File: config.mk
export PLATFORM = sky130hd
export DESIGN_NAME = user_io_mmio
export DESIGN_NICKNAME = d
export VERILOG_FILES = /design/src/rtl/mmio_pkg.sv /design/src/rtl/user_io_mmio_button_fifo.sv /design/src/rtl/user_io_mmio.sv
export SDC_FILE = /design/constraint.sdc
export NUM_CORES = 1
export LEC_CHECK = 0
export BUFFER_PORTS_ARGS = -buffer_cell sky130_fd_sc_hd__buf_2
export CAP_MARGIN = 20
export CORE_UTILIZATION = 35
export CTS_CLUSTER_SIZE = 40
export DETAILED_ROUTE_END_ITERATION = 16
export HOLD_SLACK_MARGIN = 0.05
export PLACE_DENSITY = 0.55
export SLEW_MARGIN = 30
export SYNTH_ARGS = -nofsm -noshare
export SYNTH_HDL_FRONTEND = slang
export SYNTH_SLANG_ARGS = --single-unit
File: constraint.sdc
create_clock -name clk -period 4.3 [get_ports clk]
set_input_delay 0.86 -clock clk [delete_from_list [all_inputs] [get_ports clk]]
set_output_delay 0.86 -clock clk [all_outputs]
set_load 0.02 [all_outputs]
File: src/rtl/mmio_pkg.sv
// Purpose: address map shared by the user I/O MMIO slave and anything decoding its region.
// Latency: n/a (constants only).
// Backpressure: n/a.
// Contents: MMIO_BASE region base plus word addresses of every register in the block.
package mmio_pkg;

  localparam logic [31:0] MMIO_BASE       = 32'h8000_0000;

  // 0x8000_0000..0x8000_000C belong to the UART and are deliberately absent here.
  localparam logic [31:0] MMIO_CYCLE_CNT  = MMIO_BASE + 32'h10;
  localparam logic [31:0] MMIO_INST_CNT   = MMIO_BASE + 32'h14;
  localparam logic [31:0] MMIO_CNT_RST    = MMIO_BASE + 32'h18;
  localparam logic [31:0] MMIO_FIFO_EMPTY = MMIO_BASE + 32'h20;
  localparam logic [31:0] MMIO_FIFO_DATA  = MMIO_BASE + 32'h24;
  localparam logic [31:0] MMIO_SWITCHES   = MMIO_BASE + 32'h28;
  localparam logic [31:0] MMIO_LEDS       = MMIO_BASE + 32'h30;

endpackage

File: src/rtl/user_io_mmio_button_fifo.sv
// Purpose: small synchronous FIFO holding button snapshots (module button_fifo).
// Latency: write visible at dout the cycle after the push edge; dout is combinational from the head.
// Backpressure: none upstream -- pushes while full are dropped unless a pop frees a slot that edge.
// Ports: clk, rst (async, active-high), wr_en/din push side, rd_en/dout pop side, full, empty.
module button_fifo #(
  parameter int WIDTH = 3,
  parameter int DEPTH = 8
) (
  input  logic             clk,
  input  logic             rst,
  input  logic             wr_en,
  input  logic [WIDTH-1:0] din,
  output logic             full,
  input  logic             rd_en,
  output logic [WIDTH-1:0] dout,
  output logic             empty
);

  localparam int PW = $clog2(DEPTH);
  localparam int CW = PW + 1;

  logic [WIDTH-1:0] mem [DEPTH];
  logic [PW-1:0]    wr_ptr;
  logic [PW-1:0]    rd_ptr;
  logic [CW-1:0]    count;
  logic             do_pop;
  logic             do_push;

  assign empty   = (count == '0);
  assign full    = (count == CW'(DEPTH));
  assign dout    = mem[rd_ptr];
  // A pop from an empty FIFO is ignored; a pop on a full FIFO frees the slot the push needs.
  assign do_pop  = rd_en && !empty;
  assign do_push = wr_en && (!full || do_pop);

  always_ff @(posedge clk or posedge rst) begin
    if (rst) begin
      wr_ptr <= '0;
      rd_ptr <= '0;
      count  <= '0;
      for (int i = 0; i < DEPTH; i++) begin
        mem[i] <= '0;
      end
    end else begin
      if (do_push) begin
        mem[wr_ptr] <= din;
        wr_ptr      <= wr_ptr + PW'(1);
      end
      if (do_pop) begin
        rd_ptr <= rd_ptr + PW'(1);
      end
      case ({do_push, do_pop})
        2'b10:   count <= count + CW'(1);
        2'b01:   count <= count - CW'(1);
        default: count <= count;
      endcase
    end
  end

endmodule

File: src/rtl/user_io_mmio.sv
// Purpose: MMIO slave for perf counters, button event FIFO, switches and LEDs in the 0x8xxx_xxxx region.
// Latency: loads return 1 cycle later in mmio_rdata/mmio_hit (pre-edge state), held until the next load.
// Backpressure: none -- every request is serviced in its cycle; button pushes are dropped while full.
// Ports: clk, rst; mmio_addr/re/we/wbe/wdata request; inst_retire, clean_buttons, switches inputs;
//        mmio_rdata, mmio_hit, leds outputs.
module user_io_mmio
  import mmio_pkg::*;
#(
  parameter int FIFO_DEPTH = 8,
  parameter int N_BUTTONS  = 3,
  parameter int N_SWITCHES = 2,
  parameter int N_LEDS     = 6
) (
  input  logic                  clk,
  input  logic                  rst,
  input  logic [31:0]           mmio_addr,
  input  logic                  mmio_re,
  input  logic                  mmio_we,
  input  logic [3:0]            mmio_wbe,
  input  logic [31:0]           mmio_wdata,
  input  logic                  inst_retire,
  input  logic [N_BUTTONS-1:0]  clean_buttons,
  input  logic [N_SWITCHES-1:0] switches,
  output logic [31:0]           mmio_rdata,
  output logic                  mmio_hit,
  output logic [N_LEDS-1:0]     leds
);

  logic [31:0]          cycle_cnt;
  logic [31:0]          inst_cnt;
  logic [N_BUTTONS-1:0] btn_q;
  logic [31:0]          word_addr;
  logic                 store_en;
  logic                 cnt_clr;
  logic                 led_wr;
  logic                 fifo_push;
  logic                 fifo_pop;
  logic                 fifo_full;
  logic                 fifo_empty;
  logic [N_BUTTONS-1:0] fifo_dout;
  logic [31:0]          rd_val;
  logic                 rd_hit;
  logic                 unused_ok;

  assign word_addr = {mmio_addr[31:2], 2'b00};
  assign store_en  = mmio_we && (mmio_wbe != 4'b0000);
  assign cnt_clr   = store_en && (word_addr == MMIO_CNT_RST);
  assign led_wr    = store_en && (word_addr == MMIO_LEDS);
  // One push per rising edge of any button, so a held button is only recorded once.
  assign fifo_push = |(clean_buttons & ~btn_q);
  assign fifo_pop  = mmio_re && (word_addr == MMIO_FIFO_DATA);

  assign unused_ok = &{1'b0, fifo_full, mmio_addr[1:0], mmio_wdata[31:N_LEDS]};

  button_fifo #(
    .WIDTH (N_BUTTONS),
    .DEPTH (FIFO_DEPTH)
  ) u_button_fifo (
    .clk   (clk),
    .rst   (rst),
    .wr_en (fifo_push),
    .din   (clean_buttons),
    .full  (fifo_full),
    .rd_en (fifo_pop),
    .dout  (fifo_dout),
    .empty (fifo_empty)
  );

  always_comb begin
    rd_val = '0;
    rd_hit = 1'b0;
    case (word_addr)
      MMIO_CYCLE_CNT: begin
        rd_val = cycle_cnt;
        rd_hit = 1'b1;
      end
      MMIO_INST_CNT: begin
        rd_val = inst_cnt;
        rd_hit = 1'b1;
      end
      MMIO_FIFO_EMPTY: begin
        rd_val[0] = fifo_empty;
        rd_hit    = 1'b1;
      end
      MMIO_FIFO_DATA: begin
        // Stale head contents must not leak out when nothing is queued.
        if (!fifo_empty) begin
          rd_val[N_BUTTONS-1:0] = fifo_dout;
        end
        rd_hit = 1'b1;
      end
      MMIO_SWITCHES: begin
        rd_val[N_SWITCHES-1:0] = switches;
        rd_hit                 = 1'b1;
      end
      MMIO_LEDS: begin
        rd_val[N_LEDS-1:0] = leds;
        rd_hit             = 1'b1;
      end
      default: begin
        rd_val = '0;
        rd_hit = 1'b0;
      end
    endcase
  end

  always_ff @(posedge clk or posedge rst) begin
    if (rst) begin
      cycle_cnt <= '0;
      inst_cnt  <= '0;
    end else if (cnt_clr) begin
      // Clear wins over the increment of the same cycle.
      cycle_cnt <= '0;
      inst_cnt  <= '0;
    end else begin
      cycle_cnt <= cycle_cnt + 32'd1;
      if (inst_retire) begin
        inst_cnt <= inst_cnt + 32'd1;
      end
    end
  end

  always_ff @(posedge clk or posedge rst) begin
    if (rst) begin
      btn_q      <= '0;
      leds       <= '0;
      mmio_rdata <= '0;
      mmio_hit   <= 1'b0;
    end else begin
      btn_q <= clean_buttons;
      if (led_wr) begin
        leds <= mmio_wdata[N_LEDS-1:0];
      end
      // Read data holds between loads so the writeback mux can sample it late.
      if (mmio_re) begin
        mmio_rdata <= rd_val;
        mmio_hit   <= rd_hit;
      end
    end
  end

endmodule

==> results of run 1 <==
[worst max-delay path: stages]
cell and delay, ps:
buf_2 100, nor4_1 380, nand3_1 420, nor4_1 500, nand2_1 170, inv_1 140
ha_1 230, a21o_1 170, a21oi_1 240, nor3_1 70, o311a_1 320
[registers in the layout, indices dropped and copies added (netlist names)]
register,count
cycle_cnt,32
mmio_rdata,32
leds,6
u_button_fifo.mem,24
btn_q,3
inst_cnt,32
u_button_fifo.count,4
u_button_fifo.wr_ptr,3
mmio_hit,1
u_button_fifo.rd_ptr,3
[stage by stage]
stage | cell area (µm²) | setup WS, ps | hold WS, ps | total power (µW)
2_1_floorplan | 7293 | 1112 | 473.8 | 2158
3_3_place_gp | 7993 | 693.6 | 465.4 | 2301
3_5_place_dp | 8008 | 572.6 | 467.7 | 2341
4_1_cts | 8588 | 1016 | 484.8 | 3804
5_1_grt | 8626 | 842.0 | 470.1 | 3981
6_report | 8626 | 999.3 | 452.3 | 3783
[how the worst min path moves through the flow]
stage	endpoint	slack, ps	cells after the start
6_report	cycle_cnt[0]$_DFF_PP0_	450	2
2_1_floorplan	cycle_cnt[0]$_DFF_PP0_	470	1
3_3_place_gp	mmio_rdata[18]$_DFFE_PP0P_	470	1
5_1_grt	inst_cnt[6]$_DFFE_PP0P_	470	2
3_5_place_dp	mmio_rdata[20]$_DFFE_PP0P_	470	1
4_1_cts	mmio_hit$_DFFE_PP0P_	480	1
[logic make-up (layout without fill, tap and decap cells)]
| family | count (synthesis) | count (layout) | share of synthesized area [%] |
|---|---|---|---|
| fa+ha+maj | 7 | 7 | 1.304 |
| xor+xnor | 62 | 62 | 7.449 |
| compound gates | 116 | 116 | 12.62 |
| buf+inv | 54 | 145 | 3.381 |
| simple gates | 255 | 255 | 18.85 |
| flops | 140 | 140 | 48.06 |
| mux | 52 | 52 | 8.342 |
[placed cells by master (no fill, tap or decap), types with 3 or more instances in the layout]
cell | Yosys | routed
o2bb2ai_1 | 27 | 27
inv_8 | 0 | 4
and3_1 | 8 | 8
mux4_2 | 6 | 6
nand3b_1 | 4 | 4
o31a_1 | 7 | 6
and4_1 | 10 | 10
a21oi_1 | 4 | 4
o31ai_1 | 18 | 17
dfrtp_1 | 140 | 140
buf_4 | 0 | 11
nand2_1 | 32 | 32
nand4_1 | 29 | 29
o221ai_1 | 12 | 12
xor2_1 | 41 | 41
nor2_1 | 74 | 74
or3_1 | 11 | 10
xnor2_1 | 21 | 21
o21ai_0 | 10 | 10
nand3_1 | 24 | 24
o41ai_1 | 13 | 13
nand2b_1 | 7 | 7
buf_2 | 11 | 88
clkinvlp_4 | 0 | 4
o211ai_1 | 9 | 9
or4_1 | 6 | 6
inv_1 | 11 | 10
clkbuf_16 | 0 | 17
nor2b_1 | 9 | 9
nor4_4 | 1 | 4
mux2_2 | 10 | 10
a22o_1 | 3 | 3
ha_1 | 6 | 6
nor3_1 | 13 | 12
mux2i_1 | 36 | 36
nor4_1 | 14 | 13
inv_6 | 0 | 4
[routing by layer]
| layer | up-vias | part of all wire (%) |
|---|---|---|
| met2 | 196 | 46 |
| met3 | 19 | 5.7 |
| met1 | 2861 | 47 |
| met4 | 2 | 1.1 |
| met5 | - | 0.043 |
| li1 | 2724 | - |
[report_power, final]
part | switching (µW) | total, µW | internal [µW]
registers | 195 | 1680 | 1480
clock network | 631 | 1450 | 819
logic | 353 | 656 | 303
[layout make-up]
| class | instances | area share, % |
|---|---|---|
| tap | 270 | 3.916 |
| inverter | 12 | 0.5657 |
| multi-input combinational | 492 | 41.56 |
| timing repair buffer | 101 | 6.614 |
| clock buffer | 17 | 4.932 |
| clock inverter | 15 | 1.799 |
| sequential | 140 | 40.62 |
==> flow_summary.yaml, run 1 <==
clocking:
  htree_levels: 4
  clock_sinks: 140
  clkTransAtPathRegs_ps: 60
  tritoncts: "done"
  insertion_delay_ps: 420
  postCtsHoldBufs: 0
  numCtsBuffers: 17
  clockBufferDepth: 2
  post_cts_buffers: 0
  clockRootBuffer: "clkbuf_16"
  cts_resized: 0
timing:
  fin_skew_ps: 9.247
  hold_violations: 0
  max_freq_ghz: 0.3030
  finalSetupViolCount: 0
  finalCriticalPeriod_ps: 3301
  worst-slew-pin-transition_ps: 908.7
  rsz0062_at_grt: "no"
  drv_slew: 0
  slew_headroom_pct: 39.42
  timing.final.crit_share_pct: 76.76
  tns_ps: 0
global_routing:
  grtUsageMet1_pct: 25.57
  grt_pass1_wl_um: 30840
  gr-total-overflow: 0
  grt_pass1_vias: 5822
  grt_start_max_net_pins: 59
  antenna_found_initial: 1
  grt_usage_pct: 18.36
  grt_use_met3_pct: 4.406
  grt-busiest-layer: "met2"
  gr-usage-met2_pct: 28.05
layout:
  final_util_pct: 42.49
  n_antenna_cell: 0
  multiInputGateArea_um2: 3585
  drive_gt1_share_pct: 20.98
  final_cells: 1047
  syn_to_final_growth_pct: 18.33
  nets: 849
  nFillCells: 1952
  seq_area_um2: 3503
place:
  gp_congestion: 0.8057
  hpwl_um: 13180
  numPortBuffers: 88
  dpl.cell_count: 1014
drt:
  avgViaCountPerCell: 5.542
  ant_nets: 0
  drt_iter0_drc: 381
  route.detailed.drc: 0
  drt-total-wl_um: 18730
  wl_per_cell_um: 17.89
  first_pass_iters: 5
  num_vias: 5802
flow_run:
  max-cap-violations: 0
yosys:
  synth_common_cells: "dfrtp_1 (140), nor2_1 (74), xor2_1 (41), mux2i_1 (36), nand2_1 (32)"
  synthMostInstantiatedCell: "dfrtp_1"
  syn_inst: 686
  synth_flop_cell: "dfrtp_1"
  yosysTopAreaCellShare_pct: 48.06
  yosysUniqueCellTypes: 56
  synth_nets: 771
  yosysTopAreaCell: "dfrtp_1"
  netlist_area_um2: 7289
  yosysSeqAreaShare_pct: 48.06
  ys_seq_elements: 140
  synth_area_per_cell_um2: 10.63
  yosys-top-cells-area: "dfrtp_1 (48%), mux2i_1 (4.9%), xor2_1 (4.9%)"
  synth_edf_count: 0
  ys_warn_count: 0
  async_flop_share_pct: 100.0
worst_setup_path:
  r2r_start: "u_button_fifo.count[2]$_DFFE_PP0P_"
  end_kind: "flop"
  path_max_fanout: 7
  ff2ff_setup_slack_ps: 1320
  reg2regPathDepth: 10
  r2r_end: "u_button_fifo.count[3]$_DFFE_PP0P_"
  cp.required_ps: 4600
  startpoint: "mmio_addr[18]"
  arrival_ps: 3600
  cp-endpoint: "u_button_fifo.count[3]$_DFFE_PP0P_"
  critical_path_class: "in -> reg"
  setup.worst_path.start_class: "input port"
floorplan:
  core_area_um2: 20300
  fp-row-count: 52
  die_w_um: 146.3
  die_y_um: 146.3
  boundaryPins: 117
  die_area_um2: 21410
  start_util_pct: 35.91
status:
  status: "completed"
power:
  ir_worst_vdd_v: 0.0002304
  leakagePower_uw: 0.003842
  power_density_nw_per_um2: 438.6
min_path:
  hold_class: "in -> async"
No activity file was read; power rests on OpenSTA's default activity.
==> run 2, diff against run 1 <==
--- a/config.mk
+++ b/config.mk
@@ -11,7 +11,7 @@
 export CTS_CLUSTER_SIZE = 40
 export DETAILED_ROUTE_END_ITERATION = 16
 export HOLD_SLACK_MARGIN = 0.05
-export PLACE_DENSITY = 0.55
+export PLACE_DENSITY = 0.53
 export SLEW_MARGIN = 30
 export SYNTH_ARGS = -nofsm -noshare
 export SYNTH_HDL_FRONTEND = slang
==> constraint.sdc (replaced) <==
create_clock -name clk -period 3.45 [get_ports clk]
set_input_delay 0.69 -clock clk [delete_from_list [all_inputs] [get_ports clk]]
set_output_delay 0.69 -clock clk [all_outputs]
set_load 0.02 [all_outputs]
==> run 2 against run 1 <==
Count of clock-buffer cells in the layout up 3. Design area up 0.49%. Hold slack worse by 68 ps. Non-clock buffer count up 10. Clock skew up 2.3 ps. Via count up 1.8%. Critical endpoint unchanged. Sequential share of layout area down 0.20 points. Critical path depth unchanged. Setup slack worse by 410 ps. Total power up 25%. Routed wire length up 2.7%. Global-route usage up 0.18 points.
==> flow_summary.yaml, run 2 (synthesized netlist as in run 1, its figures left out) <==
status:
  status: "completed"
global_routing:
  grt_usage_pct: 18.54
  grt_start_max_net_pins: 50
  grt_pass1_vias: 5806
  grt_pass1_wl_um: 30860
  gr-total-overflow: 0
  antenna_found_initial: 0
drt:
  route.detailed.drc: 0
  avgViaCountPerCell: 5.594
  m1WireLength_um: 9063
  highest_layer: "met4"
  dr_wl_met2_um: 8866
  wl_met3_um: 1017
  first_pass_iters: 5
  drt-total-wl_um: 19230
  num_vias: 5907
  drt_iter0_drc: 344
  wl_per_cell_um: 18.21
  ant_nets: 0
timing:
  timing.final.crit_share_pct: 82.93
  tns_ps: 0
  fin_skew_ps: 11.57
  rsz0062_at_grt: "no"
  hold_violations: 0
  finalSetupViolCount: 0
  max_freq_ghz: 0.3495
  worst-slew-pin-transition_ps: 914.1
  slew_headroom_pct: 39.06
  finalCriticalPeriod_ps: 2861
  drv_slew: 0
power:
  p_seq_share_pct: 44.1
  clkPwrFrac_pct: 38.3
  leakagePower_uw: 0.003846
  power_density_nw_per_um2: 545.7
  p_sw_share_pct: 29.72
  ir_worst_vdd_v: 0.0002763
  intPower_uw: 3324
  finalPower_uw: 4730
  p_comb_share_pct: 17.6
  switching_power_uw: 1406
clocking:
  clockBufferDepth: 2
  clockRootBuffer: "clkbuf_16"
  clkTransAtPathRegs_ps: 60
  cts_resized: 0
  postCtsHoldBufs: 0
  numCtsBuffers: 17
  insertion_delay_ps: 420
  post_cts_buffers: 0
  htree_levels: 4
  tritoncts: "done"
  clock_sinks: 140
worst_setup_path:
  setup.worst_path.start_class: "flop"
  critical_path_class: "reg -> reg"
  cp.required_ps: 3750
  r2r_start: "u_button_fifo.count[0]$_DFFE_PP0P_"
  end_kind: "flop"
  r2r_end: "u_button_fifo.count[3]$_DFFE_PP0P_"
  path_max_fanout: 5
  arrival_ps: 3170
  ff2ff_setup_slack_ps: 590
  reg2regPathDepth: 11
place:
  hpwl_um: 13430
  numPortBuffers: 88
  dpl.cell_count: 1025
  gp_congestion: 0.8149
layout:
  drive_gt1_share_pct: 21.25
  final_common_cell: "dfrtp_1"
  final_cells: 1056
  nets: 859
  final_cell_mix: "dfrtp_1 (140), buf_2 (88), nor2_1 (74)"
  syn_to_final_growth_pct: 18.92
  n_antenna_cell: 0
  reg.largest.list: "cycle_cnt: 32 flops, inst_cnt: 32 flops, mmio_rdata: 32 flops"
  final_util_pct: 42.70
floorplan:
  die_w_um: 146.3
  die_area_um2: 21410
  fp-row-count: 52
  start_util_pct: 35.91
  core_area_um2: 20300
  boundaryPins: 117
  die_y_um: 146.3
flow_run:
  max-cap-violations: 0
min_path:
  hold_class: "in -> async"
-- run 2: cell types whose count changed in the layout (fill, tap and decap cells not counted), sizes merged --
cell,change
inv,-3
clkinv,-3
bufinv,+1
clkinvlp,+1
buf,+10
clkbuf,+3
-- run 2: critical path, stage by stage (launching register included) --
cell and delay, ps:
dfrtp_1 420, nor4_1 630, or4_4 250, nor4_1 40, buf_4 140, nand2_1 90
inv_1 80, ha_1 270, a21o_1 110, a21oi_1 100, or4_1 490, o311a_1 120
-- run 2: power by group through the flow --
| stage | sequential [µW] | clock (µW) | combinational (µW) |
|---|---|---|---|
| global route | 2110 | 1940 | 928 |
| finish | 2090 | 1810 | 832 |
| global placement | 2100 | 0 | 784 |
| floorplan | 1980 | 0 | 705 |
| CTS | 2080 | 1850 | 834 |
| detailed placement | 2110 | 0 | 829 |
-- run 2: final cells by class --
class                           instances  area, µm²
Timing Repair Buffer                  111      638.1
Sequential cell                       140       3503
Inverter                               12      48.80
Clock buffer                           20      446.7
Fill cell                            1980      11630
Tap cell                              270      337.8
Clock inverter                         11      133.9
Multi-Input combinational cell        492       3560
-- run 2: worst max-delay path by stage --
stage / startpoint / to / slack [ps]
CTS: u_button_fifo.count[1]$_DFFE_PP0P_ / u_button_fifo.count[3]$_DFFE_PP0P_ / 680
global route: mmio_addr[8] / u_button_fifo.count[3]$_DFFE_PP0P_ / 490
detailed placement: mmio_addr[8] / u_button_fifo.count[3]$_DFFE_PP0P_ / 260
finish: u_button_fifo.count[0]$_DFFE_PP0P_ / u_button_fifo.count[3]$_DFFE_PP0P_ / 590
global placement: mmio_addr[7] / u_button_fifo.count[3]$_DFFE_PP0P_ / 370
floorplan: mmio_addr[7] / u_button_fifo.count[3]$_DFFE_PP0P_ / 430
-- run 2: layer usage --
| layer | track usage [%] | up-vias |
|---|---|---|
| met5 | 0 | - |
| met4 | 6.875 | 0 |
| met3 | 3.781 | 17 |
| met2 | 28.98 | 197 |
| met1 | 25.38 | 2956 |
| li1 | - | 2737 |
-- run 2: metrics by stage --
step,hold WS [ps],cell area [µm²],setup WS [ps]
floorplan,473.8,7293,432.2
finish,384.7,8668,588.9
CTS,381.9,8668,683.6
global route,376.6,8668,494.7
global placement,467.6,8088,368.8
detailed placement,467.8,8088,261.8
